<file path="src/rtl/imem_loader.sv">
// Boot-time instruction memory loader: takes a 16-bit word-count header plus little-endian words
// from a byte stream and holds the core in reset until a clean load. Optional: IMEM_LOADER_CHECKSUM_EN.
module imem_loader #(
  parameter int unsigned ADDR_W = 8
) (
  input  logic        clk,
  input  logic        rst_n,
  input  logic        start,
  input  logic        byte_valid,
  input  logic [7:0]  byte_data,
  output logic        byte_ready,
  output logic        mem_we,
  output logic [31:0] mem_addr,
  output logic [31:0] mem_wdata,
  output logic        busy,
  output logic        done,
  output logic        error,
  output logic        cpu_hold
);

  localparam logic [16:0] MAX_WORDS = 17'd1 << ADDR_W;

  typedef enum logic [2:0] {
    S_IDLE,
    S_LEN_LO,
    S_LEN_HI,
    S_DATA,
    S_WRITE,
`ifdef IMEM_LOADER_CHECKSUM_EN
    S_CSUM,
`endif
    S_DONE
  } state_t;

  state_t      state, state_nxt;
  logic [15:0] len, len_nxt;
  logic [ADDR_W:0] widx, widx_nxt;
  logic [1:0]  bidx, bidx_nxt;
  logic [31:0] wdata_nxt, addr_nxt;
  logic        err_nxt, hold_nxt;
  logic        xfer;
`ifdef IMEM_LOADER_CHECKSUM_EN
  logic [7:0]  csum, csum_nxt;
`endif

  assign xfer = byte_valid & byte_ready;

  always_comb begin
    state_nxt = state;
    len_nxt   = len;
    widx_nxt  = widx;
    bidx_nxt  = bidx;
    wdata_nxt = mem_wdata;
    addr_nxt  = mem_addr;
    err_nxt   = error;
    hold_nxt  = cpu_hold;
`ifdef IMEM_LOADER_CHECKSUM_EN
    csum_nxt  = csum;
`endif
    case (state)
      S_IDLE, S_DONE: begin
        if (start) begin
          state_nxt = S_LEN_LO;
          widx_nxt  = '0;
          bidx_nxt  = '0;
          err_nxt   = 1'b0;
          hold_nxt  = 1'b1;
`ifdef IMEM_LOADER_CHECKSUM_EN
          csum_nxt  = '0;
`endif
        end
      end
      S_LEN_LO: begin
        if (xfer) begin
          len_nxt[7:0] = byte_data;
          state_nxt    = S_LEN_HI;
        end
      end
      S_LEN_HI: begin
        if (xfer) begin
          len_nxt[15:8] = byte_data;
          // Rejecting oversize headers here is what keeps the word index from wrapping.
          if ({1'b0, byte_data, len[7:0]} > MAX_WORDS) begin
            err_nxt   = 1'b1;
            state_nxt = S_DONE;
          end else if ({byte_data, len[7:0]} == 16'h0000) begin
`ifdef IMEM_LOADER_CHECKSUM_EN
            state_nxt = S_CSUM;
`else
            state_nxt = S_DONE;
            hold_nxt  = 1'b0;
`endif
          end else begin
            state_nxt = S_DATA;
          end
        end
      end
      S_DATA: begin
        if (xfer) begin
          case (bidx)
            2'd0:    wdata_nxt[7:0]   = byte_data;
            2'd1:    wdata_nxt[15:8]  = byte_data;
            2'd2:    wdata_nxt[23:16] = byte_data;
            default: wdata_nxt[31:24] = byte_data;
          endcase
`ifdef IMEM_LOADER_CHECKSUM_EN
          csum_nxt = csum ^ byte_data;
`endif
          bidx_nxt = bidx + 2'd1;
          if (bidx == 2'd3) begin
            state_nxt = S_WRITE;
            addr_nxt  = '0;
            addr_nxt[ADDR_W+1:2] = widx[ADDR_W-1:0];
          end
        end
      end
      S_WRITE: begin
        widx_nxt = widx + {{ADDR_W{1'b0}}, 1'b1};
        if (17'(widx_nxt) < {1'b0, len}) begin
          state_nxt = S_DATA;
        end else begin
`ifdef IMEM_LOADER_CHECKSUM_EN
          state_nxt = S_CSUM;
`else
          state_nxt = S_DONE;
          hold_nxt  = 1'b0;
`endif
        end
      end
`ifdef IMEM_LOADER_CHECKSUM_EN
      S_CSUM: begin
        if (xfer) begin
          state_nxt = S_DONE;
          if (byte_data != csum) begin
            err_nxt  = 1'b1;
          end else begin
            hold_nxt = 1'b0;
          end
        end
      end
`endif
      default: state_nxt = S_IDLE;
    endcase
  end

  // Status outputs are registered from the next state so they line up with the state register.
  always_ff @(posedge clk or negedge rst_n) begin
    if (!rst_n) begin
      state      <= S_IDLE;
      len        <= '0;
      widx       <= '0;
      bidx       <= '0;
      mem_wdata  <= '0;
      mem_addr   <= '0;
      error      <= 1'b0;
      cpu_hold   <= 1'b1;
      byte_ready <= 1'b0;
      mem_we     <= 1'b0;
      busy       <= 1'b0;
      done       <= 1'b0;
`ifdef IMEM_LOADER_CHECKSUM_EN
      csum       <= '0;
`endif
    end else begin
      state      <= state_nxt;
      len        <= len_nxt;
      widx       <= widx_nxt;
      bidx       <= bidx_nxt;
      mem_wdata  <= wdata_nxt;
      mem_addr   <= addr_nxt;
      error      <= err_nxt;
      cpu_hold   <= hold_nxt;
      mem_we     <= (state_nxt == S_WRITE);
      busy       <= (state_nxt != S_IDLE) && (state_nxt != S_DONE);
      done       <= (state_nxt == S_DONE);
`ifdef IMEM_LOADER_CHECKSUM_EN
      byte_ready <= (state_nxt == S_LEN_LO) || (state_nxt == S_LEN_HI) ||
                    (state_nxt == S_DATA)   || (state_nxt == S_CSUM);
      csum       <= csum_nxt;
`else
      byte_ready <= (state_nxt == S_LEN_LO) || (state_nxt == S_LEN_HI) ||
                    (state_nxt == S_DATA);
`endif
    end
  end

endmodule

</file>
<file path="config.mk">
export PLATFORM = sky130hd
export DESIGN_NAME = imem_loader
export DESIGN_NICKNAME = d
export VERILOG_FILES = /design/src/rtl/imem_loader.sv
export SDC_FILE = /design/constraint.sdc
export NUM_CORES = 1
export LEC_CHECK = 0
export CORE_MARGIN = 8
export CORE_UTILIZATION = 35
export DETAILED_ROUTE_END_ITERATION = 16
export SYNTH_ARGS = -nofsm -noshare
export SYNTH_HDL_FRONTEND = slang
export SYNTH_SLANG_ARGS = --single-unit
</file>
<file path="constraint.sdc">
create_clock -name clk -period 6.8 [get_ports clk]
set_input_delay 0.68 -clock clk [delete_from_list [all_inputs] [get_ports clk]]
set_output_delay 0.68 -clock clk [all_outputs]
set_load 0.02 [all_outputs]
</file>
==> run summary, run 1 <==
outcome = complete, no violations
Worst-path clk slew = 90 ps
GRT met3 Usage = 0.0624
GRT busiest layer = met2
H-tree depth = 3
CTS Root Cell = clkbuf_8
Post-Syn Area = 0.00369 mm^2
endpoints failing hold = 0
drt first pass iters = 4
initial antenna violation count = 0
global-route wire length before repair = 14,400 um
HP Class = primary input to async pin
Max clock buf depth = 2
mux contribution to synthesized area = 0.107
Worst-Skew Late Latency = 350 ps
Mapped Avg Cell Area = 10.5 um^2
max_cap viols = 0
Async SR Flop Fraction = 1.00
routed wire length = 8460 um
startpoint class of the critical path = flop
GR Util All Layers = 0.125
vias in the first global route = 2,777
pwr/cell area = 368 mW/mm^2
largest cells by area after synthesis = dfrtp_1, mux2_2, nand2_1, buf_4, ha_1
fmax = 379 MHz
clk sinks = 76
via density per instance = 4.75
Tmin final = 2640 ps
diodes inserted = 0
Die Y = 119 um
#FFs+latches synth = 76
Rows = 37
worst slew pin tran = 942 ps
Worst EP required = 7080 ps
Finish-stage setup viols = 0
Post-CTS Hold Buffers = 0
routability cong. = 0.798
leading area contributor after synthesis = dfrtp_1
area grow syn2layout = 21.7%
period utilization = 0.388
Crit Path Max Fanout = 7
Initial Utilization = 0.359
Crit path arrival time = 2920 ps
TritonCTS buffer count = 9
Core Box Area = 0.0103 mm^2
M1 GR Usage = 0.150
Slew headroom = 0.372
grt total ovfl = 0
DP HPWL = 6100 um
crit path capture type = flop
leak pwr = 2.14 nW
synth unique cells = 47
Simple-Gate Fraction of Synth Area = 0.165
XOR/XNOR Fraction of Synth Area = 0.0166
post-synth top area share = 0.509
VDD IR max = 208 uV
Place WS = 4020 ps
largest family of logic cells by synthesized area = simple AND/OR/NAND/NOR gates
Die Width = 119 um
Post-Syn Instances = 352
I/O Buffers = 57
Most used DFF post-synth = dfrtp_1
CTS tree = done
RSZ-0062 raised after global routing = false
fin. max-slew vios = 0
largest net degree at the start of global routing = 77
via count = 2,619
Synth Area in Compound Gates = 0.0723
Post-CTS Setup Inserts = 0
Ys Warns = 0
post-CTS sizing = 0
setup TNS = 0 ps
Setup Skew = 12.5 ps
initial detailed-routing violation count = 120
die area = 0.0141 mm^2
setup ws final = 4160 ps
drt drc = 0
layout cells sized above 1 = 0.149
nets = 435
CP Class = flop to flop
per-cell routed wire length = 15.4 um
Post-Synth Adder-Cell Area = 0.0441
number of enable flip-flop cells after synthesis = 0
Seq/Total Area, Yosys = 0.516
antenna viol nets, final = 0
I/O pin cnt = 82
met2 GRT Util = 0.201
## cell usage in the layout, fill, tap and decap left out, drive strengths merged, types with 2 or more instances in the layout
cell,synthesis,layout
a21oi,6,6
conb,1,24
xor2,3,3
nor3,3,3
inv,16,17
o211ai,3,3
nand2,87,87
nor2b,4,4
nand3,8,8
dfrtp,75,75
clkinv,0,2
o21bai,2,2
ha,13,13
or3,2,2
o21ai,15,15
clkbuf,4,11
clkdlybuf4s50,0,56
nor2,10,10
o2bb2ai,2,2
and3,4,4
mux2,35,35
a211oi,2,2
or4,2,2
and3b,2,2
xnor2,4,4
nor4,4,4
## synth_stat cells (all sizes together) (3+ instances only)
library cell,count
a21oi,6
and3,4
buf,29
clkbuf,4
dfrtp,75
ha,13
inv,16
mux2,35
nand2,87
nand3,8
nor2,10
nor2b,4
nor3,3
nor4,4
o211ai,3
o21ai,15
xnor2,4
xor2,3
## worst paths after layout
check / from / to / slack (ps) / depth (start not counted)
max in group asynchronous: rst_n / widx[6] / 5710 / 1
max reg2reg: widx[0] / cpu_hold / 4160 / 9
max: widx[0] / cpu_hold / 4160 / 9
min: rst_n / mem_wdata[13] / 480 / 1
min reg2reg: len[12] / len[12] / 480 / 2
min in group clk: len[12] / len[12] / 480 / 2
## stage by stage
| step | instance area, um^2 | power (mW) | hold slack, ps | util | cells |
|---|---|---|---|---|---|
| final | 4490 | 1.65 | 476 | 0.437 | 551 |
| after global routing | 4490 | 1.77 | 505 | 0.437 | 551 |
| after CTS | 4490 | 1.67 | 479 | 0.437 | 551 |
| after detailed placement | 4290 | 1.31 | 460 | 0.417 | 535 |
| after global placement | 4290 | 1.30 | 453 | 0.417 | 535 |
| after floorplan | 3770 | 1.07 | 384 | - | 375 |
## cell families after synthesis
| kind of cell | Yosys count |
|---|---|
| AOI/OAI and AO/OA | 40 |
| buffers and inverters | 49 |
| adders and majority gates | 13 |
| other | 1 |
| muxes | 35 |
| DFF | 76 |
| and+or+nand+nor | 131 |
| xor gates and xnor gates | 7 |
## critical path, stage by stage, from the launching register on
cell      delay (ps)
dfrtp_1          460
ha_1             270
and3_1           260
nand3_1          110
xnor2_1          230
ha_1             300
and4bb_2         270
a221oi_1         390
a211oi_1         140
o21bai_1         140
## metal layers
| layer | vias to the layer above | part of all wire |
|---|---|---|
| li1 | 1258 | - |
| met1 | 1280 | 0.45 |
| met2 | 75 | 0.47 |
| met3 | 6 | 0.075 |
| met4 | 0 | 0.0065 |
| met5 | - | 0 |
## flip-flops by register name, indices dropped and copies added (netlist names), 2 cells and up
name,flops
mem_addr,8
state,3
bidx,2
mem_wdata,32
len,16
widx,9
## power by group
part / leakage [nW] / internal [mW] / switching [mW] / total, mW
logic: 1.04 / 0.287 / 0.325 / 0.612
registers: 0.993 / 0.587 / 0.104 / 0.691
clock network: 0.0999 / 0.181 / 0.168 / 0.349
## final cells by class
| cell class | instances | area [um^2] |
|---|---|---|
| Clock buffer | 11 | 141 |
| Clock inverter | 5 | 60.1 |
| Fill cell | 988 | 5790 |
| Inverter | 16 | 60.1 |
| Multi-Input combinational cell | 250 | 1580 |
| Sequential cell | 76 | 1900 |
| Tap cell | 136 | 170 |
| Timing Repair Buffer | 57 | 568 |
No activity file was read; power rests on OpenSTA's default activity.
==> run 2: changes to the inputs <==
clock period = 2.31 ns   (was 6.8 ns; I/O delays follow)
==> run summary, run 2 (synthesized netlist as in run 1, its figures left out) <==
TritonCTS buffer count = 9
Place WS = -29.1 ps
Critical R2R Launch = widx[4]
most common cell after layout, fill and taps aside = nand2_1
violated checks = hold timing
startpoint class of the critical path = flop
max_cap viols = 0
Max stage delay on crit path = 350 ps
clk sinks = 76
worst slew pin tran = 954 ps
initial antenna violation count = 0
worst-path cell chain = and3_4 > and3_4 > nand3_2 > xnor2_2 > ha_1 > nand2_2 > nor3_4 > a211oi_2 > o211ai_2 > and2_4
I/O Buffers = 57
setup ws final = 75.2 ps
drt drc = 0
drt first pass iters = 4
initial detailed-routing violation count = 128
routability cong. = 0.790
hold_ws = -4.46 ps
flop2flop setup slack = 80 ps
Crit path max-delay family = simple AND/OR/NAND/NOR gates
leak pwr = 2.29 nW
most used cell, CP = and3_4
fmax = 447 MHz
diodes inserted = 0
Finish-stage setup viols = 0
Rows = 37
commonest non-fill, non-tap cells in the layout = nand2_1, dfrtp_1, clkdlybuf4s50_1, mux2_2, buf_4
Crit path depth = 10
nets = 459
area grow syn2layout = 29.3%
die area = 0.0141 mm^2
Worst EP required = 2610 ps
Worst-path clk slew = 80 ps
Post-CTS Hold Buffers = 0
fillers = 967
pwr/cell area = 1060 mW/mm^2
grt total ovfl = 0
CP Class = flop to flop
Max clock buf depth = 2
Worst-Skew Late Latency = 360 ps
CP startpoint = widx[4]
Core Box Area = 0.0103 mm^2
Die Y = 119 um
Tmin final = 2230 ps
GR Util All Layers = 0.125
Most flops, register = mem_wdata
H-tree depth = 3
Crit Path Max Fanout = 4
Worst setup endpoint = done
I/O pin cnt = 82
VDD IR max = 564 uV
Finished Core Util = 0.464
via density per instance = 4.72
Slew headroom = 0.364
crit path buf inv count = 0
global-route wire length before repair = 14,300 um
vias in the first global route = 2,707
outcome = finished with violations
per-cell routed wire length = 15.3 um
CP max-delay cell = dfrtp_1
Layout Cells excl Fill = 575
CTS Root Cell = clkbuf_8
multi-input logic area = 0.00168 mm^2
routed wire length = 8800 um
crit path capture type = flop
CTS tree = done
Placed Instances = 554
antenna viol nets, final = 0
worst-case reg-to-reg path depth = 10
Crit path arrival time = 2540 ps
layout cells sized above 1 = 0.235
HP Class = primary input to async pin
Initial Utilization = 0.359
Setup Skew = 8.19 ps
DP HPWL = 6270 um
period utilization = 0.967
fin. max-slew vios = 0
endpoints failing hold = 4
largest net degree at the start of global routing = 77
number of flip-flops under the largest register name = 32
Top Registers = mem_wdata: 32 flops, len: 16 flops, widx: 9 flops
Die Width = 119 um
FF/Latch Area = 0.00190 mm^2
capturing point of the worst reg2reg path = done
via count = 2,716
==> run 2: changes by cell type in the layout (fill, tap and decap cells not counted), moves of 2 or more <==
| cell | previous run | this run |
|---|---|---|
| a211oi_1 | 2 | 0 |
| a211oi_2 | 0 | 2 |
| and3_1 | 4 | 1 |
| and3_4 | 0 | 3 |
| buf_4 | 1 | 25 |
| nand3_1 | 6 | 4 |
| nand3_2 | 2 | 4 |
| xnor2_1 | 4 | 2 |
| xnor2_2 | 0 | 2 |
==> run 2: how the worst min path moves through the flow <==
stage,start,endpoint,slack (ps)
after global routing,rst_n,mem_wdata[18],60
after global placement,rst_n,mem_wdata[19],450
after detailed placement,rst_n,mem_wdata[19],450
final,rst_n,mem_wdata[23],-4
after CTS,rst_n,mem_wdata[18],50
after floorplan,rst_n,bidx[0],-60
==> run 2: where the power goes <==
part | total, mW | switching, mW | leakage, nW | internal [mW]
Sequential | 2.02 | 0.291 | 0.993 | 1.73
Combinational | 1.97 | 1.03 | 1.19 | 0.938
Clock | 1.07 | 0.530 | 0.107 | 0.538
==> run 2: repair_timing <==
item,4_1_cts,5_1_grt
hold endpoints to repair,0,0
resized for setup,1,20
gates cloned,0,0
endpoints found under the setup margin,2,6
pin swaps,0,13
setup buffers,0,5
==> run 2: per-stage QoR <==
stage	cell area (um^2)	power [mW]	hold WS, ps	setup TNS, ps
floorplan	3770	3.16	-64.6	0
global placement	4430	3.89	450	0
detailed placement	4430	3.92	445	-29.1
CTS	4640	5.02	46.8	0
global route	4770	5.39	58.2	-178
finish	4770	5.06	-4.46	0
==> run 2: final cells by class <==
class                   count  area share
flip-flops and latches     76       0.399
well taps                 136      0.0357
clock inverters             6      0.0147
clock buffers              10      0.0289
inverters                  16      0.0126
repair buffers             81       0.157
multi-input cells         250       0.352
==> run 2: worst reg2reg max path, stage by stage, from the launching register on <==
cell	delay, ps
dfrtp_1	350
and3_4	190
and3_4	210
nand3_2	90
xnor2_2	170
ha_1	340
nand2_2	100
nor3_4	210
a211oi_2	100
o211ai_2	250
and2_4	180
==> run 2: routing by layer <==
layer | part of all wire | global-route usage
met4 | 0.0077 | 0.0237
met5 | 0 | 0
met3 | 0.079 | 0.0628
met2 | 0.47 | 0.200
met1 | 0.44 | 0.150
==> run 3: changes to the inputs <==
GPL_TIMING_DRIVEN = 0   (was not set)
==> run summary, run 3 (synthesized netlist as in run 1, its figures left out) <==
Max clock buf depth = 2
Setup Skew = 10.9 ps
diodes inserted = 0
crit path capture type = flop
largest net degree at the start of global routing = 59
routability cong. = 0.790
CTS Root Cell = clkbuf_8
Finished Core Util = 0.484
FF/Latch Area = 0.00191 mm^2
commonest non-fill, non-tap cells in the layout = nand2_1, dfrtp_1, clkdlybuf4s50_1, buf_4, mux2_2
met2 routed WL = 4190 um
max_cap viols = 0
Most flops, register = mem_wdata
pwr/cell area = 1040 mW/mm^2
DP HPWL = 6430 um
routed wl met3 = 856 um
Finish-stage setup viols = 0
area grow syn2layout = 34.9%
met1 wire length = 3750 um
period utilization = 0.979
top layer in use = met4
drt first pass iters = 4
via density per instance = 4.68
Total Power = 5.16 mW
fillers = 968
worst slew pin tran = 880 ps
Worst-Skew Late Latency = 340 ps
VDD IR max = 658 uV
RSZ-0062 raised after global routing = true
HP Class = primary input to async pin
startpoint class of the critical path = flop
grt total ovfl = 0
initial antenna violation count = 0
crit path buf inv count = 1
I/O Buffers = 56
nets = 479
global-route wire length before repair = 14,700 um
drt drc = 0
Worst EP required = 2500 ps
Die Width = 119 um
worst-path cell chain = ha_4 > buf_4 > xor2_1 > ha_1 > o21ai_0 > o21ai_0 > a211oi_2 > o211ai_2 > a32oi_1
antenna viol nets, final = 0
most common cell after layout, fill and taps aside = nand2_1
number of flip-flops under the largest register name = 32
TritonCTS buffer count = 9
per-cell routed wire length = 15.0 um
Crit path arrival time = 2450 ps
Rows = 37
CP max-delay cell = dfrtp_2
via count = 2,778
multi-input logic area = 0.00173 mm^2
routed wire length = 8890 um
layout cells sized above 1 = 0.264
H-tree depth = 3
Initial Utilization = 0.359
Crit Path Max Fanout = 5
Top Registers = mem_wdata: 32 flops, len: 16 flops, widx: 9 flops
GR Util All Layers = 0.127
Tmin final = 2260 ps
fmax = 442 MHz
clk sinks = 76
Worst-path clk slew = 90 ps
Max stage delay on crit path = 440 ps
vias in the first global route = 2,877
CTS tree = done
Die Y = 119 um
endpoints failing hold = 0
I/O pin cnt = 82
die area = 0.0141 mm^2
CP Class = flop to flop
Crit path max-delay family = compound AO/OA/AOI/OAI gates
initial detailed-routing violation count = 71
outcome = complete, no violations
leak pwr = 2.40 nW
fin. max-slew vios = 0
Slew headroom = 0.408
Core Box Area = 0.0103 mm^2
most used cell, CP = o21ai_0
-- run 3: cell count changes in the layout (fill, tap and decap cells not counted), sizes merged --
| cell | previous run | this run |
|---|---|---|
| buf | 25 | 41 |
| bufinv | 1 | 2 |
| clkbuf | 10 | 13 |
| clkdlybuf4s50 | 56 | 55 |
| dlygate4sd3 | 0 | 1 |
| inv | 18 | 17 |
-- run 3: final timing paths --
| kind | startpoint | to | slack [ps] | cells past startpoint |
|---|---|---|---|---|
| setup / recovery | widx[0] | busy | 50 | 9 |
| hold / removal | rst_n | mem_wdata[2] | 310 | 2 |
| setup reg to reg | widx[0] | busy | 50 | 9 |
| hold reg to reg | cpu_hold | cpu_hold | 460 | 2 |
| max in group asynchronous | rst_n | cpu_hold | 1370 | 3 |
| min in group clk | byte_data[0] | mem_wdata[24] | 350 | 3 |
-- run 3: what timing repair did --
action,in CTS,in global routing
endpoints found under the setup margin,6,6
hold buffers,1,0
resized for setup,10,17
pin swaps,1,18
endpoints found under the hold margin,18,0
setup buffers,5,5
-- run 3: stage by stage --
step	hold WS (ps)	TNS, ps	worst slack [ps]	instances	cell area [um^2]
finish	312	0	49.2	594	4970
global route	312	-247	-94.5	594	4970
CTS	300	-0.485	-0.485	589	4830
detailed placement	134	-997	-246	568	4530
global placement	453	-127180	-1680	567	4500
floorplan	-64.6	0	74.3	375	3770
-- run 3: cell type report --
cell class,count,share of cell area
inverter,16,0.0121
buffer,33,0.0453
clock buffer,9,0.0249
sequential,76,0.383
timing repair buffer,68,0.135
clock inverter,6,0.0176
multi-input combinational,250,0.348
tap,136,0.0342
-- run 3: routing by layer --
layer	GRT usage	vias up
li1	-	1351
met1	0.148	1341
met2	0.208	76
met3	0.0547	10
met4	0.0364	0
met5	0	-
-- run 3: power breakdown --
part	internal (mW)	switching (mW)	leakage, nW
combinational	0.989	1.09	1.30
sequential	1.73	0.254	0.990
clock	0.605	0.489	0.109
